`src/rtl/temp_pkg.sv`:
```
`default_nettype none
// +--------------------------------------------------------------------+
// | Module      : temp_pkg                                             |
// | Description : Shared widths, default parameter values and FSM      |
// |               state encodings for the temperature sample scheduler |
// | Revision    : 1.0                                                  |
// +--------------------------------------------------------------------+
package temp_pkg;

    // Data path widths
    localparam int c_ADC_W  = 16;
    localparam int c_TEMP_W = 32;
    localparam int c_ACC_W  = 35;

    // Default parameter values
    localparam int c_SAMPLE_PERIOD_DEF = 1000;
    localparam int c_ADC_TIMEOUT_DEF   = 255;
    localparam int c_AVG_LOG2_DEF      = 2;

    // Scheduler FSM state encodings
    localparam int         c_STATE_W    = 3;
    localparam logic [2:0] c_ST_IDLE     = 3'd0;
    localparam logic [2:0] c_ST_START    = 3'd1;
    localparam logic [2:0] c_ST_WAIT_ADC = 3'd2;
    localparam logic [2:0] c_ST_SETTLE   = 3'd3;
    localparam logic [2:0] c_ST_ACCUM    = 3'd4;
    localparam logic [2:0] c_ST_DONE     = 3'd5;

endpackage
`default_nettype wire

```
`src/rtl/temp_period_timer.sv`:
```
`default_nettype none
// +--------------------------------------------------------------------+
// | Module      : temp_period_timer                                    |
// | Description : Free-running period counter producing a one-cycle    |
// |               tick every SAMPLE_PERIOD cycles while enabled        |
// | Revision    : 1.0                                                  |
// +--------------------------------------------------------------------+
module temp_period_timer
    import temp_pkg::*;
#(
    parameter int SAMPLE_PERIOD = c_SAMPLE_PERIOD_DEF
) (
    input  logic clk,
    input  logic rst_n,
    input  logic i_enable,
    output logic o_tick
);

    localparam int                c_CNT_W = (SAMPLE_PERIOD > 2) ? $clog2(SAMPLE_PERIOD) : 1;
    localparam logic [c_CNT_W-1:0] c_LAST = c_CNT_W'(SAMPLE_PERIOD - 1);

    logic [c_CNT_W-1:0] r_cnt;

    // Count while enabled, wrap on the last count, hold at zero when disabled
    always_ff @(posedge clk) begin
        if (!rst_n) begin
            r_cnt <= '0;
        end else if (!i_enable || (r_cnt == c_LAST)) begin
            r_cnt <= '0;
        end else begin
            r_cnt <= r_cnt + 1'b1;
        end
    end

    assign o_tick = i_enable && (r_cnt == c_LAST);

endmodule
`default_nettype wire

```
`src/rtl/temp_sample_scheduler.sv`:
```
`default_nettype none
// +--------------------------------------------------------------------+
// | Module      : temp_sample_scheduler                                |
// | Description : Triggers ADC conversions, feeds each word to the     |
// |               temperature calculator, averages a burst of results  |
// |               and publishes one registered temperature             |
// | Revision    : 1.0                                                  |
// +--------------------------------------------------------------------+
module temp_sample_scheduler
    import temp_pkg::*;
#(
    parameter int SAMPLE_PERIOD = c_SAMPLE_PERIOD_DEF,
    parameter int ADC_TIMEOUT   = c_ADC_TIMEOUT_DEF,
    parameter int AVG_LOG2      = c_AVG_LOG2_DEF
) (
    input  logic                clk,
    input  logic                rst_n,
    input  logic                enable,
    input  logic                start_single,
    input  logic                err_clr,
    output logic                adc_start,
    input  logic                adc_done,
    input  logic [c_ADC_W-1:0]  adc_data_in,
    output logic [c_ADC_W-1:0]  calc_adc_data,
    input  logic [c_TEMP_W-1:0] calc_tempc,
    output logic [c_TEMP_W-1:0] temp_out,
    output logic                temp_valid,
    output logic                busy,
    output logic                timeout_err,
    output logic                overrun_err
);

    localparam int               c_TO_W   = (ADC_TIMEOUT > 1) ? $clog2(ADC_TIMEOUT + 1) : 1;
    localparam logic [c_TO_W-1:0] c_TO_LAST = c_TO_W'(ADC_TIMEOUT - 1);
    localparam logic [3:0]       c_BURST  = 4'(1 << AVG_LOG2);

    logic [c_STATE_W-1:0]       r_state;
    logic [c_TO_W-1:0]          r_to_cnt;
    logic [3:0]                 r_burst;
    logic signed [c_ACC_W-1:0]  r_acc;
    logic [c_ADC_W-1:0]         r_calc_adc_data;
    logic [c_TEMP_W-1:0]        r_temp_out;
    logic                       r_adc_start;
    logic                       r_temp_valid;
    logic                       r_busy;
    logic                       r_timeout_err;
    logic                       r_overrun_err;

    logic                       w_tick;
    logic                       w_trigger;
    logic                       w_timeout_hit;
    logic signed [c_ACC_W-1:0]  w_acc_next;

    temp_period_timer #(
        .SAMPLE_PERIOD (SAMPLE_PERIOD)
    ) u_timer (
        .clk      (clk),
        .rst_n    (rst_n),
        .i_enable (enable),
        .o_tick   (w_tick)
    );

    // A tick and a single request in the same cycle are one trigger
    assign w_trigger     = w_tick | start_single;
    assign w_timeout_hit = (r_state == c_ST_WAIT_ADC) && !adc_done && (r_to_cnt == c_TO_LAST);
    assign w_acc_next    = r_acc + {{(c_ACC_W - c_TEMP_W){calc_tempc[c_TEMP_W-1]}}, calc_tempc};

    // Burst sequencer: request, wait, settle, accumulate, publish
    always_ff @(posedge clk) begin
        if (!rst_n) begin
            r_state         <= c_ST_IDLE;
            r_to_cnt        <= '0;
            r_burst         <= '0;
            r_acc           <= '0;
            r_calc_adc_data <= '0;
            r_temp_out      <= '0;
            r_adc_start     <= 1'b0;
            r_temp_valid    <= 1'b0;
            r_busy          <= 1'b0;
        end else begin
            r_adc_start  <= 1'b0;
            r_temp_valid <= 1'b0;
            case (r_state)
                c_ST_IDLE: begin
                    if (w_trigger) begin
                        r_state     <= c_ST_START;
                        r_acc       <= '0;
                        r_burst     <= '0;
                        r_adc_start <= 1'b1;
                        r_busy      <= 1'b1;
                    end
                end
                c_ST_START: begin
                    r_state  <= c_ST_WAIT_ADC;
                    r_to_cnt <= '0;
                end
                c_ST_WAIT_ADC: begin
                    if (adc_done) begin
                        r_calc_adc_data <= adc_data_in;
                        r_state         <= c_ST_SETTLE;
                    end else if (r_to_cnt == c_TO_LAST) begin
                        r_state <= c_ST_IDLE;
                        r_busy  <= 1'b0;
                    end else begin
                        r_to_cnt <= r_to_cnt + 1'b1;
                    end
                end
                c_ST_SETTLE: begin
                    r_state <= c_ST_ACCUM;
                end
                c_ST_ACCUM: begin
                    r_acc   <= w_acc_next;
                    r_burst <= r_burst + 1'b1;
                    if ((r_burst + 1'b1) == c_BURST) begin
                        // Arithmetic shift floors toward minus infinity
                        r_temp_out   <= c_TEMP_W'(w_acc_next >>> AVG_LOG2);
                        r_temp_valid <= 1'b1;
                        r_state      <= c_ST_DONE;
                    end else begin
                        r_adc_start <= 1'b1;
                        r_state     <= c_ST_START;
                    end
                end
                c_ST_DONE: begin
                    r_state <= c_ST_IDLE;
                    r_busy  <= 1'b0;
                end
                default: begin
                    r_state <= c_ST_IDLE;
                    r_busy  <= 1'b0;
                end
            endcase
        end
    end

    // Sticky error flags; a new event wins over a clear in the same cycle
    always_ff @(posedge clk) begin
        if (!rst_n) begin
            r_timeout_err <= 1'b0;
            r_overrun_err <= 1'b0;
        end else begin
            if (w_timeout_hit) begin
                r_timeout_err <= 1'b1;
            end else if (err_clr) begin
                r_timeout_err <= 1'b0;
            end
            if (w_trigger && (r_state != c_ST_IDLE)) begin
                r_overrun_err <= 1'b1;
            end else if (err_clr) begin
                r_overrun_err <= 1'b0;
            end
        end
    end

    assign adc_start     = r_adc_start;
    assign calc_adc_data = r_calc_adc_data;
    assign temp_out      = r_temp_out;
    assign temp_valid    = r_temp_valid;
    assign busy          = r_busy;
    assign timeout_err   = r_timeout_err;
    assign overrun_err   = r_overrun_err;

endmodule
`default_nettype wire
```
`config.mk`:
```
export PLATFORM = sky130hd
export DESIGN_NAME = temp_sample_scheduler
export DESIGN_NICKNAME = d
export VERILOG_FILES = /design/src/rtl/temp_pkg.sv /design/src/rtl/temp_period_timer.sv /design/src/rtl/temp_sample_scheduler.sv
export SDC_FILE = /design/constraint.sdc
export NUM_CORES = 1
export LEC_CHECK = 0
export ABC_AREA = 1
export CAP_MARGIN = 15
export CORE_MARGIN = 2
export CORE_UTILIZATION = 50
export DETAILED_ROUTE_END_ITERATION = 8
export DONT_BUFFER_PORTS = 1
export SKIP_LAST_GASP = 1
export SLEW_MARGIN = 15
export SYNTH_ARGS = -nofsm -noshare
export SYNTH_HDL_FRONTEND = slang
export SYNTH_HIERARCHICAL = 1
export SYNTH_SLANG_ARGS = --single-unit
export TNS_END_PERCENT = 20
```
`constraint.sdc`:
```
create_clock -name clk -period 2.3 [get_ports clk]
set_input_delay 0.46 -clock clk [delete_from_list [all_inputs] [get_ports clk]]
set_output_delay 0.46 -clock clk [all_outputs]
set_load 0.1 [all_outputs]
```
==> run_results.csv, run 1 <==
group,metric,value,unit
floorplanning,core,13350,um2
setup_path,crit_chain,"ha_1 > fa_1 > nand3_1 > nand2_2 > nand2_1 > nand2_2 > nand2_2 > nand2_2 > nand2_1 > nand3_1 > nand2_1 > nand2_1 > nand2_1 > inv_1",
setup_path,crit_required,2.57,ns
synthesis,postSynthNetCount,1148,
cells_and_area,design_area,7760,um2
timing,slew_viol_final,0,
synthesis,yosysMostFrequentCell,"nand2_1",
floorplanning,initial_core_util,0.5145,
grt,grt_pass1_wl,28420,um
timing,hold_viol,0,
timing,final.setup_skew,0.006542,ns
floorplanning,fp.dieW,121.2,um
cells_and_area,antenna_cells,0,
cts,cts-root-buf,"clkbuf_16",
synthesis,synth_top_cells_by_area,"dfxtp_1 33%, nand2_1 17%, inv_1 7.3%",
placement,dp_worst_setup_slack,0.1559,ns
cells_and_area,nets,1199,
setup_path,crit_path_end_kind,"flip-flop",
flow_run,maxCapViolCount,0,
cts,cts_buffer_depth,2,
drt,drtAntennaViolNets,0,
synthesis,synth_top_area_frac,0.3265,
cells_and_area,synthToLayoutAreaGrowth,12.99,%
synthesis,synthesis.area,6868,um2
timing,whs,0.2253,ns
setup_path,cp-start-kind,"flip-flop",
drt,drcViolationCount,0,
timing,fin_ws,0.3089,ns
pwr,p_switching,1.544,mW
placement,gp_congestion,0.9318,
worst_hold_path,hold_depth,2,
cts,clk_latency,0.36,ns
cts,htree_levels,3,
timing,fin_crit_sh,0.8657,
drt,wl_per_cell,13.26,um
synthesis,synth_edf_count,0,
timing,relSlewSlack,0.6574,
floorplanning,ios,107,
setup_path,reg2reg_depth,14,
synthesis,ys_ff_latch,112,
timing,finalCriticalPeriod,1.991,ns
synthesis,synth_flop_cell,"dfxtp_1",
timing,rsz0062_at_grt,"no",
drt,vias_per_cell,4.970,
floorplanning,chipHeight,121.2,um
drt,wirelength,17070,um
placement,detailed_place_hpwl,13180,um
drt,firstDrtPassIters,5,
synthesis,synth_area_leader_cell,"dfxtp_1",
pwr,p_leak,3.696,nW
floorplanning,dieArea,14690,um2
setup_path,slowest_stage,"fa_1",
placement,post_dp_cell_area,7466,um2
pwr,sw_frac_of_total,0.3321,
placement,io_buffers,0,
cts,cts_hold_buf,0,
grt,grt_max_degree,39,
synthesis,yosys_warnings,6,
setup_path,crit_fanout,4,
pwr,pwr-share-comb,0.211,
run_status,status,"complete, no violations",
timing,worstMarginPinSlew,0.5131,ns
pwr,peakVddDrop,0.0006072,V
synthesis,synthCells,1055,
synthesis,synth_area_per_cell,6.510,um2
drt,first_iter_violations,279,
pwr,p_total,4.649,mW
grt,overflow,0,
setup_path,critPathMaxStageDelay,0.39,ns
synthesis,async_flop_share,0,
cts,clkSinkCount,112,
pwr,p_int,3.105,mW
floorplanning,num_rows,42,
cts,path_clk_slew,0.07,ns
synthesis,seq_area_frac_synth,0.3265,
grt,antenna_found_initial,0,
cts,cts_resized,0,
setup_path,worstSetupPathType,"flip-flop to flip-flop",
cells_and_area,drive_gt1_frac,0.1494,
worst_hold_path,min_path_type,"input port to flip-flop",
cts,cts_setup_buffers,0,
synthesis,ys_top_cells_by_count,"312 x nand2_1, 133 x inv_1, 114 x nor2_1, 112 x dfxtp_1, 95 x a21oi_1",
timing,setup_viol,0,
pwr,p_seq_frac,0.439,
timing,fin_tns_setup,0,ns
grt,first_global_vias,5987,
synthesis,ys_types,41,
setup_path,r2r_setup_slack,0.31,ns
grt,grt_use_total,0.2427,
pwr,power_density,599.2,nW/um2
drt,dr_total_vias,6396,
setup_path,cp_data_arrival_time,2.26,ns
setup_path,cp_common_cell,"nand2_1",
cts,cts_tree,"built",
cts,cts_inserted_buffers,9,
timing,clock.fmax,0.5022,GHz
pwr,p_clk_frac,0.350,
[per-layer routing]
layer | global-route usage | wire, um | share of wire | vias to the layer above
li1 | - | - | - | 3421
met1 | 0.3141 | 7911 | 0.46 | 2806
met2 | 0.3975 | 7744 | 0.45 | 143
met3 | 0.04276 | 944 | 0.055 | 26
met4 | 0.1042 | 466 | 0.027 | 0
met5 | 0 | 0 | 0 | -
[logic make-up after synthesis]
group / synth area share
compound gates: 0.1304
xor+xnor: 0.02532
fa+ha+maj: 0.07214
buf+inv: 0.09838
flops: 0.3265
simple gates: 0.3472
[cells in the final DEF (no fill, tap or decap), types with 4 or more instances in the layout]
cell	instances
nand2_1	312
inv_1	132
nor2_1	113
dfxtp_1	112
a21oi_1	95
buf_4	65
nand3_1	45
o21ai_0	44
ha_1	38
nand2_2	24
nor2_2	17
xnor2_1	14
a21oi_2	13
inv_2	9
clkbuf_16	9
nand3_2	8
nand4_1	7
nor3_1	7
xor2_1	4
or2_2	4
[worst max-delay path: cells and delay by family (launching register included)]
| family | cells | cell delay, ns |
|---|---|---|
| flip-flops | 1 | 0.32 |
| AND/OR/NAND/NOR | 11 | 0.96 |
| adder cells (fa/ha/maj) | 2 | 0.59 |
| buffers and inverters | 1 | 0.03 |
[cell type report]
type / count / area, um2
clock buffer: 10 / 229.0
clock inverter: 6 / 65.06
multi-input combinational: 773 / 3953
inverter: 144 / 543.0
timing repair buffer: 66 / 508.0
tap: 176 / 220.2
sequential: 112 / 2242
fill: 1361 / 5588
[power groups by stage]
stage	logic [mW]	clock network, mW	registers [mW]
4_1_cts	0.989	1.66	2.04
3_3_place_gp	0.982	0	2.09
2_1_floorplan	0.477	0	2.39
6_report	0.980	1.63	2.04
5_1_grt	1.08	1.73	2.05
3_5_place_dp	0.983	0	2.09
[state kept, by name, summed over array words and instances, names as in the netlist]
name,cells
temp_out,32
temp_valid,1
timeout_err,1
r_burst,4
calc_adc_data,16
r_to_cnt,8
adc_start,1
u_timer/r_cnt,10
busy,1
r_state,3
r_acc,34
overrun_err,1
[per-stage QoR]
| step | cells | utilization |
|---|---|---|
| 2_1_floorplan | 1055 | - |
| 5_1_grt | 1287 | 0.5814 |
| 4_1_cts | 1287 | 0.5814 |
| 3_5_place_dp | 1271 | 0.5593 |
| 3_3_place_gp | 1271 | 0.5593 |
| 6_report | 1287 | 0.5814 |
[worst paths after layout]
kind / endpoint / startpoint
worst max register to register: temp_out[26] / r_acc[0]
worst min register to register: temp_out[9] / temp_out[9]
worst min-delay path: calc_adc_data[3] / rst_n
worst max-delay path: temp_out[26] / r_acc[0]
Power figures use the tool's default switching activity.
==> inputs of run 2 (changes only) <==
==> constraint.sdc (replaced) <==
create_clock -name clk -period 2 [get_ports clk]
set_input_delay 0.4 -clock clk [delete_from_list [all_inputs] [get_ports clk]]
set_output_delay 0.4 -clock clk [all_outputs]
set_load 0.1 [all_outputs]
==> run 2 against run 1 <==
Effect of this change:
- sequential power increased by 15%
- global-route usage is essentially flat
- clock power is 11% higher
- via count rose by 1.3%
- final cell count up 2.3%
- clock skew rose by 0.0044 ns
- sequential share of layout area is 1.7 points lower
- largest power group unchanged
- critical path type unchanged
- first-iteration DRC count is 56% higher
- register-to-register slack lost 0.22 ns
- critical endpoint is now temp_out[27]
- non-clock buffer count rose by 30
==> run_results.csv, run 2 (same netlist as run 1, synthesis figures left out) <==
group,metric,value,unit
cells_and_area,synthToLayoutAreaGrowth,20.26,%
grt,first_global_vias,5920,
floorplanning,ios,107,
drt,wl_per_cell,13.31,um
setup_path,r2r-end,"temp_out[27]",
timing,clock.fmax,0.5228,GHz
cells_and_area,nets,1229,
drt,dr_total_vias,6482,
placement,post_dp_cell_area,7719,um2
cts,cts_inserted_buffers,9,
cells_and_area,layout_commonest_cell,"nand2_1",
setup_path,crit_fanout,4,
pwr,p_seq_frac,0.438,
cells_and_area,antenna_cells,0,
timing,setup_viol,0,
run_status,status,"complete, no violations",
timing,slew_viol_final,0,
cts,clkSinkCount,112,
placement,gp_congestion,0.9202,
grt,grt_use_total,0.2423,
floorplanning,chipHeight,121.2,um
floorplanning,num_rows,42,
pwr,p_switching,1.786,mW
drt,drcViolationCount,0,
timing,whs,0.1643,ns
drt,vias_per_cell,4.922,
cts,cts_buffer_depth,2,
drt,first_iter_violations,436,
pwr,sw_frac_of_total,0.3332,
flow_run,maxCapViolCount,0,
setup_path,cp-start-kind,"flip-flop",
cells_and_area,drive_gt1_frac,0.2138,
timing,worstMarginPinSlew,0.5326,ns
worst_hold_path,worstHoldStart,"rst_n",
cts,cts_tree,"built",
cells_and_area,largest_reg_flops,34,
timing,relSlewSlack,0.6444,
cts,clk_latency,0.37,ns
drt,firstDrtPassIters,5,
floorplanning,initial_core_util,0.5145,
pwr,p_leak,3.853,nW
setup_path,cp_data_arrival_time,2.19,ns
timing,fin_ws,0.08714,ns
grt,antenna_found_initial,0,
grt,overflow,0,
timing,hold_viol,0,
setup_path,worstSetupPathType,"flip-flop to flip-flop",
pwr,power_density,648.9,nW/um2
worst_hold_path,hold_depth,2,
placement,dp_worst_setup_slack,-0.07345,ns
timing,fin_tns_setup,0,ns
pwr,p_int,3.574,mW
pwr,p_clk_frac,0.338,
cts,cts_hold_buf,0,
setup_path,reg2reg_from,"r_acc[11]",
cells_and_area,most-common-layout-cells,"303 x nand2_1, 132 x inv_1, 112 x dfxtp_1",
cts,cts-root-buf,"clkbuf_16",
placement,io_buffers,0,
cells_and_area,fill_cells,1290,
floorplanning,core,13350,um2
setup_path,crit_required,2.27,ns
cells_and_area,multi_input_area,4205,um2
floorplanning,fp.dieW,121.2,um
worst_hold_path,holdPathEnd,"calc_adc_data[5]",
timing,fin_crit_sh,0.9564,
pwr,pwr-share-comb,0.224,
pwr,peakVddDrop,0.0006428,V
cts,htree_levels,3,
timing,rsz0062_at_grt,"yes",
worst_hold_path,min_path_type,"input port to flip-flop",
setup_path,reg2reg_depth,14,
grt,grt_pass1_wl,28210,um
drt,drtAntennaViolNets,0,
cells_and_area,regArea,2242,um2
timing,final.setup_skew,0.01095,ns
drt,wirelength,17530,um
placement,detailed_place_hpwl,13090,um
grt,grt_max_degree,55,
floorplanning,dieArea,14690,um2
cells_and_area,regMostFlops,"r_acc",
timing,finalCriticalPeriod,1.913,ns
cts,path_clk_slew,0.08,ns
setup_path,crit_path_end_kind,"flip-flop",
cells_and_area,design_area,8259,um2
setup_path,r2r_setup_slack,0.09,ns
run 2: cell count changes in the layout (fill, tap and decap cells not counted), moves of 9 or more:
cell / change
a21oi_2: +12
buf_4: +28
nor2_1: -9
ha_1: -11
a21oi_1: -13
nand2_1: -9
run 2: worst max path at each step:
stage / end / slack, ns / depth (start not counted) / startpoint
6_report: temp_out[27] / 0.09 / 14 / r_acc[11]
3_5_place_dp: temp_out[30] / -0.07 / 14 / calc_tempc[0]
4_1_cts: temp_out[30] / 0.03 / 14 / r_acc[0]
5_1_grt: temp_out[27] / -0.03 / 11 / r_acc[23]
2_1_floorplan: r_acc[10] / 0.06 / 11 / calc_tempc[0]
3_3_place_gp: temp_out[25] / -0.07 / 13 / calc_tempc[15]
run 2: what timing repair did:
action,CTS,global route
endpoints found under the setup margin,0,37
resized for setup,0,58
buffers inserted,0,0
run 2: critical path, stage by stage, from the launching register on:
cell and delay, ns:
dfxtp_1 0.32, ha_1 0.35, nand2_1 0.08, inv_2 0.07, nand2_1 0.08, buf_4 0.15, nor2_1 0.09, nand2_1 0.07
nand2_2 0.13, nand2_1 0.12, nand2_1 0.08, nand2_1 0.06, nand2_1 0.08, a21o_1 0.11, inv_1 0.03
run 2: layout make-up:
| cell class | instances | area share |
|---|---|---|
| Tap cell | 176 | 0.02666 |
| Timing Repair Buffer | 96 | 0.09180 |
| Clock inverter | 4 | 0.004090 |
| Sequential cell | 112 | 0.2715 |
| Multi-Input combinational cell | 773 | 0.5092 |
| Inverter | 144 | 0.06575 |
| Clock buffer | 12 | 0.03106 |
run 2: power groups by stage:
stage	Combinational, mW	Sequential (mW)	Clock (mW)
floorplan	0.549	2.75	0
global placement	1.17	2.40	0
detailed placement	1.17	2.40	0
CTS	1.18	2.35	1.86
global route	1.31	2.36	1.94
finish	1.20	2.35	1.81
run 2: routing by layer:
metal  wire, um  up-vias  track usage
li1           -     3473            -
met1       8190     2872       0.3061
met2       8013      112       0.4063
met3        948       25      0.06485
met4        378        0      0.06897
met5          0        -            0
run 2: through the flow:
step,power (mW),util,cells
final,5.359,0.6188,1317
after global routing,5.613,0.6188,1317
after CTS,5.387,0.6000,1317
after detailed placement,3.573,0.5783,1301
after global placement,3.569,0.5783,1301
after floorplan,3.296,-,1055
==> inputs of run 3 (changes only) <==
--- a/config.mk
+++ b/config.mk
@@ -7,6 +7,7 @@
 export LEC_CHECK = 0
 export ABC_AREA = 1
 export CAP_MARGIN = 15
+export CORE_ASPECT_RATIO = 2
 export CORE_MARGIN = 2
 export CORE_UTILIZATION = 50
 export DETAILED_ROUTE_END_ITERATION = 8
==> constraint.sdc (replaced) <==
create_clock -name clk -period 2.4 [get_ports clk]
set_input_delay 0.48 -clock clk [delete_from_list [all_inputs] [get_ports clk]]
set_output_delay 0.48 -clock clk [all_outputs]
set_load 0.1 [all_outputs]
==> run 3 against run 2 <==
Effect of this change:
- utilization fell by 4.4 points
- clock power is 11% lower
- sequential cell count unchanged
- final cell count shrank 4.2%
- hold slack better by 0.078 ns
- sequential share of layout area rose by 1.9 points
- final area fell by 6.5%
- via count is 1.9% higher
- register-to-register slack better by 0.17 ns
- largest power group unchanged
==> run_results.csv, run 3 (same netlist as run 1, synthesis figures left out) <==
group,metric,value,unit
cts,path_clk_slew,0.09,ns
timing,fin_crit_sh,0.8925,
setup_path,cp_data_arrival_time,2.41,ns
placement,io_buffers,0,
setup_path,crit_fanout,4,
setup_path,crit_required,2.67,ns
cells_and_area,layout_commonest_cell,"nand2_1",
setup_path,slowest_stage,"fa_1",
cts,cts_buffer_depth,2,
cts,cts-root-buf,"clkbuf_16",
cells_and_area,finish.utilization,0.5749,
grt,antenna_found_initial,0,
floorplanning,ios,107,
pwr,sw_frac_of_total,0.3554,
cells_and_area,largest_reg_flops,34,
cells_and_area,nets,1195,
run_status,status,"complete, no violations",
setup_path,crit_path_end_kind,"flip-flop",
pwr,pwr-share-comb,0.211,
placement,gp_congestion,0.9492,
pwr,p_seq_frac,0.433,
cts,clk_latency,0.37,ns
placement,dp_cells,1246,
pwr,peakVddDrop,0.0004222,V
timing,setup_viol,0,
grt,grt_max_degree,38,
floorplanning,chipHeight,169.7,um
cts,cts_tree,"built",
setup_path,cp_common_cell,"nand2_1",
floorplanning,initial_core_util,0.5111,
pwr,p_leak,3.680,nW
grt,overflow,0,
cts,cts_setup_buffers,0,
timing,fin_tns_setup,0,ns
timing,relSlewSlack,0.6004,
worst_hold_path,min_path_type,"input port to flip-flop",
timing,fin_ws,0.2580,ns
cts,htree_levels,3,
cts,cts_hold_buf,0,
cells_and_area,fill_cells,1391,
cells_and_area,antenna_cells,0,
timing,hold_viol,0,
drt,vias_per_cell,5.232,
cts,clkSinkCount,112,
setup_path,cp-start-kind,"flip-flop",
cells_and_area,regMostFlops,"r_acc",
flow_run,maxCapViolCount,0,
setup_path,worstSetupPathType,"flip-flop to flip-flop",
pwr,power_density,585.5,nW/um2
grt,first_global_vias,6440,
cells_and_area,design_area,7725,um2
drt,wl_per_cell,15.16,um
grt,grt_use_total,0.2649,
placement,post_dp_cell_area,7410,um2
drt,drtAntennaViolNets,0,
pwr,p_clk_frac,0.356,
floorplanning,fp.dieW,86.87,um
drt,wirelength,19130,um
pwr,p_total,4.523,mW
cts,cts_inserted_buffers,9,
timing,final.setup_skew,0.01542,ns
cts,cts_resized,0,
timing,finalCriticalPeriod,2.142,ns
drt,firstDrtPassIters,5,
floorplanning,num_rows,60,
timing,slew_viol_final,0,
cells_and_area,most-common-layout-cells,"312 x nand2_1, 132 x inv_1, 113 x nor2_1",
floorplanning,dieArea,14750,um2
placement,detailed_place_hpwl,14990,um
pwr,p_switching,1.607,mW
drt,dr_total_vias,6603,
timing,worstMarginPinSlew,0.5985,ns
grt,grt_pass1_wl,30680,um
drt,first_iter_violations,211,
placement,dp_worst_setup_slack,0.07175,ns
setup_path,path_buf_inv,1,
floorplanning,core,13440,um2
setup_path,critical-path-top-delay-family,"simple AND/OR/NAND/NOR gates",
timing,clock.fmax,0.4668,GHz
drt,drcViolationCount,0,
cells_and_area,synthToLayoutAreaGrowth,12.48,%
cells_and_area,final_cells,1262,
setup_path,crit_chain,"ha_1 > fa_1 > nand3_1 > nand2_2 > nand2_1 > nand2_2 > nand2_1 > nand2_1 > nand2_1 > nand3_1 > nand2_1 > nand2_1 > nand2_1 > inv_1",
setup_path,critPathMaxStageDelay,0.44,ns
cells_and_area,drive_gt1_frac,0.1472,
timing,whs,0.2423,ns
pwr,p_int,2.916,mW
timing,rsz0062_at_grt,"no",
==> run 3: cell count changes in the layout (fill, tap and decap cells not counted), sizes merged <==
cell / previous run / this run
clkinv: 2 / 4
buf: 96 / 62
inv: 145 / 146
clkbuf: 12 / 9
==> run 3: worst reg2reg max path: stages, from the launching register on <==
cell and delay, ns:
dfxtp_1 0.32, ha_1 0.23, fa_1 0.44, nand3_1 0.13, nand2_2 0.08, nand2_1 0.08, nand2_2 0.10, nand2_1 0.08
nand2_1 0.12, nand2_1 0.13, nand3_1 0.11, nand2_1 0.09, nand2_1 0.05, nand2_1 0.06, inv_1 0.04
==> run 3: path summary, 6_finish.rpt <==
check	slack, ns	start	depth (start not counted)	end
worst max-delay path	0.26	r_acc[0]	14	temp_out[30]
worst max register to register	0.26	r_acc[0]	14	temp_out[30]
worst min-delay path	0.24	adc_data_in[11]	2	calc_adc_data[11]
worst min register to register	0.47	r_acc[0]	2	r_acc[0]
==> run 3: power groups by stage <==
stage / clock network (mW) / registers, mW / logic [mW]
after floorplan: 0 / 2.29 / 0.457
after global placement: 0 / 2.00 / 0.948
after detailed placement: 0 / 2.00 / 0.950
after CTS: 1.64 / 1.96 / 0.955
after global routing: 1.70 / 1.97 / 1.03
final: 1.61 / 1.96 / 0.953
==> run 3: cell type report <==
type / instances / area [um2] / area share
clock inverters: 7 / 90.09 / 0.01166
inverters: 144 / 543.0 / 0.07029
clock buffers: 9 / 225.2 / 0.02915
flip-flops and latches: 112 / 2242 / 0.2902
multi-input cells: 773 / 3953 / 0.5117
repair buffers: 62 / 478.0 / 0.06187
well taps: 155 / 193.9 / 0.02511
==> run 3: layer usage <==
layer / vias to the layer above / share of wire / track usage
met4: 0 / 0.044 / 0.1250
met3: 42 / 0.032 / 0.04037
met5: - / 0 / 0
li1: 3420 / - / -
met1: 3007 / 0.37 / 0.2576
met2: 134 / 0.56 / 0.5188
